[src/rtl/od_line_rx_if.sv]
// ============================================================================
// Module      : od_line_rx_if
// Description : Bus-side and consumer-side signals of the open-drain line
//               receiver. The master modport is the receiver; the slave
//               modport is the environment (line driver and byte consumer).
// Revision    : 1.0 - initial release
// ============================================================================
`default_nettype none

interface od_line_rx_if;
   logic       line_in;     // resolved wired-AND bus level
   logic [7:0] rx_data;     // received byte
   logic       rx_valid;    // byte available
   logic       rx_ready;    // consumer accepts byte
   logic       bus_reset;   // one-cycle bus-reset indication
   logic       overflow;    // sticky dropped-byte flag

   modport master (
      input  line_in,
      input  rx_ready,
      output rx_data,
      output rx_valid,
      output bus_reset,
      output overflow
   );

   modport slave (
      output line_in,
      output rx_ready,
      input  rx_data,
      input  rx_valid,
      input  bus_reset,
      input  overflow
   );
endinterface

`default_nettype wire

[src/rtl/od_line_rx.sv]
// ============================================================================
// Module      : od_line_rx
// Description : Open-drain single-wire receiver. Measures each low pulse on
//               the synchronized line, classifies it as glitch / bit 1 /
//               bit 0 / bus reset, assembles bytes LSB-first and hands them
//               out on a valid/ready port with a sticky overflow flag.
// Config      : OD_RX_GLITCH_FILTER_EN - when defined, pulses shorter than
//               LOW_MIN are discarded; otherwise every short pulse is a 1.
// Revision    : 1.0 - initial release
// ============================================================================
`default_nettype none

module od_line_rx #(
   parameter int LOW_MIN   = 2,
   parameter int ONE_MAX   = 8,
   parameter int RESET_MIN = 40,
   parameter int CW        = 8
) (
   input  wire logic     clk,
   input  wire logic     rst,
   od_line_rx_if.master  bus
);

`ifdef OD_RX_GLITCH_FILTER_EN
   localparam int MIN_LEN = LOW_MIN;
`else
   // Pulse lengths seen by the classifier are always at least 1, so this
   // threshold admits every pulse.
   localparam int MIN_LEN = (LOW_MIN < 1) ? LOW_MIN : 1;
`endif

   localparam logic [CW-1:0] MIN_CNT = CW'(MIN_LEN);
   localparam logic [CW-1:0] ONE_CNT = CW'(ONE_MAX);
   localparam logic [CW-1:0] RST_CNT = CW'(RESET_MIN);

   typedef enum logic [1:0] {
      IDLE     = 2'd0,
      LOW      = 2'd1,
      RST_WAIT = 2'd2
   } state_t;

   state_t        state;
   state_t        next_state;
   logic          sync_meta;
   logic          line_s;
   logic [CW-1:0] low_cnt;
   logic [7:0]    shift_reg;
   logic [7:0]    assembled;
   logic [2:0]    bit_cnt;
   logic [7:0]    byte_buf;
   logic          byte_done;
   logic          bit_en;
   logic          bit_val;
   logic          reset_det;
   logic [7:0]    out_data;
   logic          out_valid;
   logic          reset_pulse;
   logic          ovf;

   // Two-flop synchronizer; idles high like the released bus.
   always_ff @(posedge clk) begin
      if (rst) begin
         sync_meta <= 1'b1;
         line_s    <= 1'b1;
      end else begin
         sync_meta <= bus.line_in;
         line_s    <= sync_meta;
      end
   end

   // Low-length counter: restarts at 1 on a falling edge, saturates at RESET_MIN.
   always_ff @(posedge clk) begin
      if (rst) begin
         low_cnt <= '0;
      end else if (!line_s) begin
         if (state == IDLE)
            low_cnt <= CW'(1);
         else if (low_cnt != RST_CNT)
            low_cnt <= low_cnt + CW'(1);
      end
   end

   // State register.
   always_ff @(posedge clk) begin
      if (rst)
         state <= IDLE;
      else
         state <= next_state;
   end

   // Next state and pulse classification at the end of a low pulse.
   always_comb begin
      next_state = state;
      bit_en     = 1'b0;
      bit_val    = 1'b0;
      reset_det  = 1'b0;
      case (state)
         IDLE: begin
            if (!line_s)
               next_state = LOW;
         end
         LOW: begin
            if (low_cnt == RST_CNT) begin
               reset_det  = 1'b1;
               next_state = line_s ? IDLE : RST_WAIT;
            end else if (line_s) begin
               next_state = IDLE;
               if (low_cnt <= ONE_CNT) begin
                  bit_val = 1'b1;
                  bit_en  = (low_cnt >= MIN_CNT);
               end else begin
                  bit_en  = 1'b1;
               end
            end
         end
         RST_WAIT: begin
            if (line_s)
               next_state = IDLE;
         end
         default: next_state = IDLE;
      endcase
   end

   // Partial byte with the current bit merged in at its position.
   always_comb begin
      assembled          = shift_reg;
      assembled[bit_cnt] = bit_val;
   end

   // Byte assembly; a bus reset discards the partial byte.
   always_ff @(posedge clk) begin
      if (rst) begin
         shift_reg   <= '0;
         bit_cnt     <= '0;
         byte_buf    <= '0;
         byte_done   <= 1'b0;
         reset_pulse <= 1'b0;
      end else begin
         byte_done   <= 1'b0;
         reset_pulse <= reset_det;
         if (reset_det) begin
            shift_reg <= '0;
            bit_cnt   <= '0;
         end else if (bit_en) begin
            bit_cnt <= bit_cnt + 3'd1;
            if (bit_cnt == 3'd7) begin
               shift_reg <= '0;
               byte_buf  <= assembled;
               byte_done <= 1'b1;
            end else begin
               shift_reg <= assembled;
            end
         end
      end
   end

   // Output holding register with valid/ready handshake and drop detection.
   always_ff @(posedge clk) begin
      if (rst) begin
         out_data  <= '0;
         out_valid <= 1'b0;
         ovf       <= 1'b0;
      end else if (byte_done) begin
         if (!out_valid || bus.rx_ready) begin
            out_data  <= byte_buf;
            out_valid <= 1'b1;
         end else begin
            ovf <= 1'b1;
         end
      end else if (out_valid && bus.rx_ready) begin
         out_valid <= 1'b0;
      end
   end

   assign bus.rx_data   = out_data;
   assign bus.rx_valid  = out_valid;
   assign bus.bus_reset = reset_pulse;
   assign bus.overflow  = ovf;

endmodule

`default_nettype wire

[src/flat_wrapper.sv]
// flat-port wrapper written by rule: the top's interface ports become plain ports
module od_line_rx_flat 
#(
   parameter int LOW_MIN   = 2,
   parameter int ONE_MAX   = 8,
   parameter int RESET_MIN = 40,
   parameter int CW        = 8
)
  (clk, rst, bus_line_in, bus_rx_ready, bus_rx_data, bus_rx_valid, bus_bus_reset, bus_overflow);
  od_line_rx_if bus_i ();
  input  wire logic clk;
  input  wire logic rst;
  input wire logic [$bits(bus_i.line_in)-1:0] bus_line_in;
  input wire logic [$bits(bus_i.rx_ready)-1:0] bus_rx_ready;
  output wire logic [$bits(bus_i.rx_data)-1:0] bus_rx_data;
  output wire logic [$bits(bus_i.rx_valid)-1:0] bus_rx_valid;
  output wire logic [$bits(bus_i.bus_reset)-1:0] bus_bus_reset;
  output wire logic [$bits(bus_i.overflow)-1:0] bus_overflow;
  assign bus_i.line_in = bus_line_in;
  assign bus_i.rx_ready = bus_rx_ready;
  assign bus_rx_data = bus_i.rx_data;
  assign bus_rx_valid = bus_i.rx_valid;
  assign bus_bus_reset = bus_i.bus_reset;
  assign bus_overflow = bus_i.overflow;
  od_line_rx #(.LOW_MIN(LOW_MIN), .ONE_MAX(ONE_MAX), .RESET_MIN(RESET_MIN), .CW(CW)) u_core (.clk(clk), .rst(rst), .bus(bus_i));
endmodule
[config.mk]
export PLATFORM = sky130hd
export DESIGN_NAME = od_line_rx_flat
export DESIGN_NICKNAME = d
export VERILOG_FILES = /design/src/rtl/od_line_rx_if.sv /design/src/rtl/od_line_rx.sv /design/src/flat_wrapper.sv
export SDC_FILE = /design/constraint.sdc
export NUM_CORES = 1
export LEC_CHECK = 0
export ABC_CLOCK_PERIOD_IN_PS = 3200
export CORE_ASPECT_RATIO = 0.6
export CORE_MARGIN = 5
export CORE_UTILIZATION = 35
export CTS_CLUSTER_DIAMETER = 50
export CTS_CLUSTER_SIZE = 16
export DETAILED_ROUTE_END_ITERATION = 16
export GPL_TIMING_DRIVEN = 0
export PLACE_DENSITY = 0.54
export SYNTH_ARGS = -nofsm -noshare
export SYNTH_HDL_FRONTEND = slang
export SYNTH_SLANG_ARGS = --single-unit
[constraint.sdc]
create_clock -name clk -period 3.2 [get_ports clk]
set_input_delay 0.8 -clock clk [delete_from_list [all_inputs] [get_ports clk]]
set_output_delay 0.8 -clock clk [all_outputs]
set_load 0.02 [all_outputs]
==> results of run 1 <==
-- where the power goes --
group | switching [mW] | internal (mW) | total, mW
sequential | 0.00225 | 0.537 | 0.539
combinational | 0.0357 | 0.0175 | 0.0532
clock | 0.197 | 0.312 | 0.510
total | 0.235 | 0.866 | 1.10
-- cells by family (layout without fill, tap and decap cells) --
logic type               count (synthesis)  in the layout
AND/OR/NAND/NOR                         79             79
AO/OA/AOI/OAI                           63             63
flip-flops                              43             43
buffers and inverters                   23             45
multiplexers                             9              9
adder cells (fa/ha/maj)                  5              5
XOR/XNOR                                 5              5
-- synth_stat cells (4+ instances only) --
master     instances
dfxtp_1           43
nor2_1            25
a21oi_1           16
inv_1             10
a211oi_2           9
and2_1             9
mux2i_1            9
nand3_1            9
o21ai_1            8
a2111oi_2          7
o211ai_1           7
clkbuf_1           5
ha_1               5
o21ai_0            5
and3_1             4
buf_2              4
nor2b_1            4
nor3_1             4
xor2_1             4
-- worst max path at each step --
stage | to | from | depth (start not counted) | slack, ps
after floorplan | u_core.shift_reg[0] | u_core.low_cnt[1] | 8 | 1460
after global placement | u_core.state[1] | rst | 4 | 550
after detailed placement | u_core.state[1] | rst | 4 | 570
after CTS | u_core.state[1] | rst | 4 | 900
after global routing | u_core.state[1] | rst | 4 | 830
final | u_core.state[1] | rst | 4 | 920
-- per-stage QoR --
stage	worst slack [ps]	total power, mW
after floorplan	1455	0.5868
after global placement	549.7	0.6043
after detailed placement	574.9	0.6047
after CTS	897.4	1.111
after global routing	827.1	1.140
final	915.3	1.102
-- routing by layer --
metal  vias to the layer above  share of wire  GRT usage
met5                         -              0          0
met4                         0         0.0099    0.02869
met3                         7          0.044    0.03550
met2                        27           0.38     0.1640
met1                       807           0.56     0.2028
li1                        863              -          -
-- cell usage in the layout (no fill, tap or decap), drive strengths merged, types with 5 or more instances in the layout --
cell type,synthesis,layout
a211oi,10,10
ha,5,5
clkdlybuf4s50,0,14
clkbuf,5,11
inv,10,10
buf,8,8
and2,9,9
a21oi,16,16
dfxtp,43,43
mux2i,9,9
nor2,25,25
o211ai,7,7
nand3,9,9
o21ai,13,13
a2111oi,8,8
-- layout make-up --
class / instances / area share
Clock inverter: 2 / 0.02396
Inverter: 10 / 0.01498
Sequential cell: 43 / 0.3435
Multi-Input combinational cell: 161 / 0.4588
Tap cell: 84 / 0.04194
Timing Repair Buffer: 14 / 0.05592
Clock buffer: 6 / 0.02896
Buffer: 13 / 0.03195
==> metrics.md, run 1 <==
| Metric | Value |
|---|---|
| Fmax | `437.7 MHz` |
| Crit path largest cell delay | `600 ps` |
| Die outline width | `110.7 microns` |
| Top delay family on crit path | `buffers and inverters` |
| Avg Vias per Cell | `5.117` |
| I/O Pins | `15` |
| CTS max path bufs | `2` |
| Vias in the first global route | `1,574` |
| Die area | `0.007792 sq mm` |
| Top-area cell type share of the netlist area | `0.4045` |
| Slack of the worst reg-to-reg path | `1120 ps` |
| Initial DRC count | `66` |
| Peak VDD IR | `0.0002625 V` |
| Largest net degree at the start of global routing | `14` |
| Compound-cell area share of the yosys netlist | `0.2352` |
| Grt total ovfl | `0` |
| RSZ-0062 raised after global routing | `false` |
| WS Path Type | `in -> reg` |
| CTS tree | `built` |
| Initial Util | `0.3547` |
| Initial DRT Pass Iterations | `4` |
| R2R cell count | `5` |
| IO buf count | `14` |
| XOR/XNOR share of the synthesized area | `0.02058` |
| Cell Pwr Density | `439.6 mW/mm^2` |
| Initial antenna violation count | `0` |
| Dpl hpwl | `3.496 mm` |
| Max capacitance violation total | `0` |
| Layout area overhead | `17.75%` |
| Final setup TNS | `0 ps` |
| Slowest CP cell | `clkbuf_1` |
| Post-synthesis mux area share | `0.04233` |
| Synth top area cells | `dfxtp_1, a211oi_2, a2111oi_2` |
| Worst R2R Start | `u_core.bit_cnt[1]` |
| Clk Latency, worst-skew pair | `300 ps` |
| Core area | `0.006001 sq mm` |
| CP startpoint kind | `primary input` |
| Max-slew headroom | `0.3478` |
| Outcome | `finished clean` |
| Nets@finish | `257` |
| Critical Path End Type | `register` |
| Synth Net Count | `236` |
| Number of flops mapped to enable cells by yosys | `0` |
| Cts hold-fix bufs | `0` |
| Fill count | `633` |
| Htree depth | `2` |
| HP Class | `reg -> reg` |
| Post-synth top area cell | `dfxtp_1` |
| CTS clk-pin slew, worst paths | `80 ps` |
| Combinational family with the most area after synthesis | `compound AO/OA/AOI/OAI gates` |
| CP max FO | `10` |
| Crit share post-route | `0.7140` |
| Final Max Slew Viols | `0` |
| Post-CTS sizing | `0` |
| Most used DFF post-synth | `dfxtp_1` |
| Measured slew at the worst slew-check pin | `970.8 ps` |
| Yosys warning total | `0` |
| Fin cells | `333` |
| Routed WL per cell | `14.25 microns` |
| Mapped cell area | `0.002128 sq mm` |
| WL final | `4.744 mm` |
| Post-synthesis sequential area ratio | `0.4045` |
| Cells after Synth | `227` |
| Overall Global Routing Usage | `0.1276` |
| Minimum clock period | `2285 ps` |
| Routability Congestion | `0.7741` |
| Hold endpoint | `u_core.line_s` |
| Worst Path Arrival | `2440 ps` |
| CP required | `3360 ps` |
| Antenna cells | `0` |
| Simple-gate share of the synthesized area | `0.2128` |
| Hold path startpoint | `u_core.sync_meta` |
| Total CTS buffers | `5` |
| Worst clock skew | `7.873 ps` |
| Post-synth ARST share | `0` |
| RR Endpoint | `u_core.shift_reg[0]` |
| Area after DPL | `0.002374 sq mm` |
| Adder-Cell Fraction of Synth Area | `0.02939` |
| Register Area | `860.8 sq um` |
| Worst path bufs/invs | `3` |
| Num rows | `22` |
| Final hold vios | `0` |
| CP cell instances | `clkdlybuf4s50_1 > clkbuf_1 > clkbuf_1 > nor3_1` |
| Final core occ | `0.4176` |
| Residual DRC count | `0` |
| Worst hold slack | `414.1 ps` |
| Worst Hold Path Cells | `1` |
| Area of the multi-input gates | `0.001150 sq mm` |
| Final instance area | `0.002506 sq mm` |
| Clk root buf | `clkbuf_8` |
| DP Cell Count | `325` |
| Vias post-DR | `1,704` |
| Final setup violation count | `0` |
| Seq cells post-synth | `43` |
| Post-CTS Setup Bufs | `0` |
| Number of distinct library cells after synthesis | `44` |
| Static leakage | `0.9179 nW` |
| Die height | `70.41 microns` |
| Antenna viol nets, final | `0` |
| Crit-path most repeated cell | `clkbuf_1` |
| Global-route wire length before repair | `8.073 mm` |
| Share of cells above drive strength 1 | `0.1446` |
| CTS sink count | `43` |
| Syn Area/Cell | `9.376 sq um` |
Note: power is estimated with default switching activity, not from simulation.
==> inputs of run 2 (changes only) <==
--- a/config.mk
+++ b/config.mk
@@ -5,7 +5,7 @@
 export SDC_FILE = /design/constraint.sdc
 export NUM_CORES = 1
 export LEC_CHECK = 0
-export ABC_CLOCK_PERIOD_IN_PS = 3200
+export ABC_CLOCK_PERIOD_IN_PS = 2300
 export CORE_ASPECT_RATIO = 0.6
 export CORE_MARGIN = 5
 export CORE_UTILIZATION = 35
==> constraint.sdc (replaced) <==
create_clock -name clk -period 2.3 [get_ports clk]
set_input_delay 0.575 -clock clk [delete_from_list [all_inputs] [get_ports clk]]
set_output_delay 0.575 -clock clk [all_outputs]
set_load 0.02 [all_outputs]
==> results of run 2 <==
The final DEF is identical to that of run 1. Status: finished clean.
Among the figures that moved: setup slack after placement 574.9 ps -> -100.1 ps; setup slack after layout 915.3 ps -> 223.1 ps; start point of the critical path rst -> u_core.bit_cnt[1]; end point of the critical path u_core.state[1] -> u_core.shift_reg[0]; register-to-register setup slack 1120 ps -> 220 ps; total power 1.102 mW -> 1.533 mW; worst IR drop on VDD 0.0002625 V -> 0.0003652 V
==> inputs of run 3 (changes only) <==
--- a/config.mk
+++ b/config.mk
@@ -12,8 +12,10 @@
 export CTS_CLUSTER_DIAMETER = 50
 export CTS_CLUSTER_SIZE = 16
 export DETAILED_ROUTE_END_ITERATION = 16
+export GPL_ROUTABILITY_DRIVEN = 0
 export GPL_TIMING_DRIVEN = 0
 export PLACE_DENSITY = 0.54
+export SETUP_SLACK_MARGIN = 0.2
 export SYNTH_ARGS = -nofsm -noshare
 export SYNTH_HDL_FRONTEND = slang
 export SYNTH_SLANG_ARGS = --single-unit
==> metrics.md, run 3 (synthesis gave the netlist of run 1 again) <==
| Metric | Value |
|---|---|
| Routed WL per cell | `14.21 microns` |
| Switching share of total power | `0.2127` |
| Worst R2R Start | `u_core.low_cnt[1]` |
| Critical Path End Type | `register` |
| Core area | `0.006001 sq mm` |
| Commonest non-fill, non-tap cells in the layout | `dfxtp_1, nor2_1, a21oi_1, clkdlybuf4s50_1, inv_1` |
| R2R cell count | `8` |
| Worst hold slack | `413.5 ps` |
| IO buf count | `14` |
| Post-CTS Setup Bufs | `0` |
| WS Path Type | `reg -> reg` |
| CP cell instances | `inv_1 > ha_1 > or3_1 > a211o_1 > buf_4 > buf_6 > o211ai_1 > o21ai_1` |
| Vias in the first global route | `1,574` |
| Layout area overhead | `18.64%` |
| Die height | `70.41 microns` |
| Avg Vias per Cell | `5.084` |
| Final setup violation count | `0` |
| Global-route wire length before repair | `8.073 mm` |
| Slowest CP cell | `dfxtp_1` |
| Minimum clock period | `1989 ps` |
| Outcome | `finished clean` |
| Worst Path Arrival | `2170 ps` |
| Worst path bufs/invs | `3` |
| Antenna viol nets, final | `0` |
| Final setup TNS | `0 ps` |
| Residual DRC count | `0` |
| Clock share of power | `0.460` |
| DP Cell Count | `325` |
| Grt total ovfl | `0` |
| CTS sink count | `43` |
| Reg power frac | `0.489` |
| Total CTS buffers | `5` |
| Nets@finish | `257` |
| WL final | `4.733 mm` |
| Worst Hold Path Cells | `1` |
| Slack of the worst reg-to-reg path | `310 ps` |
| HP Class | `reg -> reg` |
| Die area | `0.007792 sq mm` |
| Cell Pwr Density | `607.3 mW/mm^2` |
| Num rows | `22` |
| Static leakage | `0.9311 nW` |
| Leading cell type in the layout, fill and taps excluded | `dfxtp_1` |
| Crit share post-route | `0.8646` |
| CP required | `2490 ps` |
| Gate power share | `0.051` |
| Internal cell power | `1.207 mW` |
| RSZ-0062 raised after global routing | `false` |
| Final hold vios | `0` |
| I/O Pins | `15` |
| Htree depth | `2` |
| RR Endpoint | `u_core.shift_reg[0]` |
| CP startpoint kind | `register` |
| Dpl hpwl | `3.496 mm` |
| Peak VDD IR | `0.0003642 V` |
| Overall Global Routing Usage | `0.1276` |
| Area after DPL | `0.002374 sq mm` |
| Largest net degree at the start of global routing | `14` |
| Crit path largest cell delay | `380 ps` |
| Final Max Slew Viols | `0` |
| CTS clk-pin slew, worst paths | `80 ps` |
| Share of cells above drive strength 1 | `0.1606` |
| Worst clock skew | `7.434 ps` |
| CTS tree | `built` |
| Fmax | `502.8 MHz` |
| Die outline width | `110.7 microns` |
| Final Power | `1.533 mW` |
| Final instance area | `0.002525 sq mm` |
| Fin cells | `333` |
| Clk Latency, worst-skew pair | `300 ps` |
| Antenna cells | `0` |
| Clk root buf | `clkbuf_8` |
| CTS max path bufs | `2` |
| Initial DRC count | `66` |
| Initial DRT Pass Iterations | `4` |
| Hold path startpoint | `u_core.sync_meta` |
| Top delay family on crit path | `compound AO/OA/AOI/OAI gates` |
| Initial antenna violation count | `0` |
| Max capacitance violation total | `0` |
| Hold endpoint | `u_core.line_s` |
| Fill count | `632` |
| Measured slew at the worst slew-check pin | `567.5 ps` |
| Psw | `0.3262 mW` |
| Vias post-DR | `1,693` |
| Initial Util | `0.3547` |
| CP max FO | `10` |
| Max-slew headroom | `0.6196` |
## run 3: changes by cell type in the layout (fill, tap and decap cells not counted)
cell      previous run  this run
a211oi_4             0         1
nor3_1               4         3
o21ai_1              8         7
o21ai_2              0         1
a211oi_2             9         8
nor3_2               0         1
clkbuf_2             0         2
clkbuf_1             6         4
## run 3: what timing repair did
action	CTS	global route
gates resized for setup	0	7
endpoints found under the setup margin	0	17
hold buffers	0	0
## run 3: how the worst max path moves through the flow
stage / startpoint / endpoint / slack [ps] / depth (start not counted)
3_5_place_dp: rst / u_core.state[1] / -100 / 4
5_1_grt: u_core.low_cnt[1] / u_core.shift_reg[3] / 210 / 8
6_report: u_core.low_cnt[1] / u_core.shift_reg[0] / 310 / 8
2_1_floorplan: u_core.low_cnt[1] / u_core.shift_reg[0] / 560 / 8
4_1_cts: rst / u_core.state[1] / 220 / 4
3_3_place_gp: rst / u_core.state[1] / -130 / 4
## run 3: power groups by stage
stage          sequential [mW]  clock, mW  combinational [mW]
5_1_grt                  0.751      0.755              0.0836
3_3_place_gp             0.768          0              0.0732
4_1_cts                  0.750      0.722              0.0742
2_1_floorplan            0.767          0              0.0496
6_report                 0.750      0.706              0.0777
3_5_place_dp             0.768          0              0.0737
## run 3: final cells by class
cell class | count | area, sq um | share of cell area
Timing Repair Buffer | 14 | 140.1 | 0.05550
Tap cell | 84 | 105.1 | 0.04163
Clock inverter | 2 | 60.06 | 0.02379
Multi-Input combinational cell | 161 | 1166 | 0.4618
Sequential cell | 43 | 860.8 | 0.3409
Inverter | 10 | 37.54 | 0.01487
Clock buffer | 6 | 72.57 | 0.02874
Buffer | 13 | 82.58 | 0.03271
## run 3: per-stage QoR
stage / setup slack, ps / utilization
detailed placement: -100.1 / 0.3955
finish: 311.3 / 0.4208
floorplan: 555.4 / -
CTS: 222.4 / 0.4176
global route: 213.6 / 0.4208
global placement: -125.3 / 0.3955
## run 3: routing by layer
layer	track usage	wire, microns
met5	0	0
met4	0.02869	37
met3	0.03550	208
met2	0.1640	1817
met1	0.2028	2669
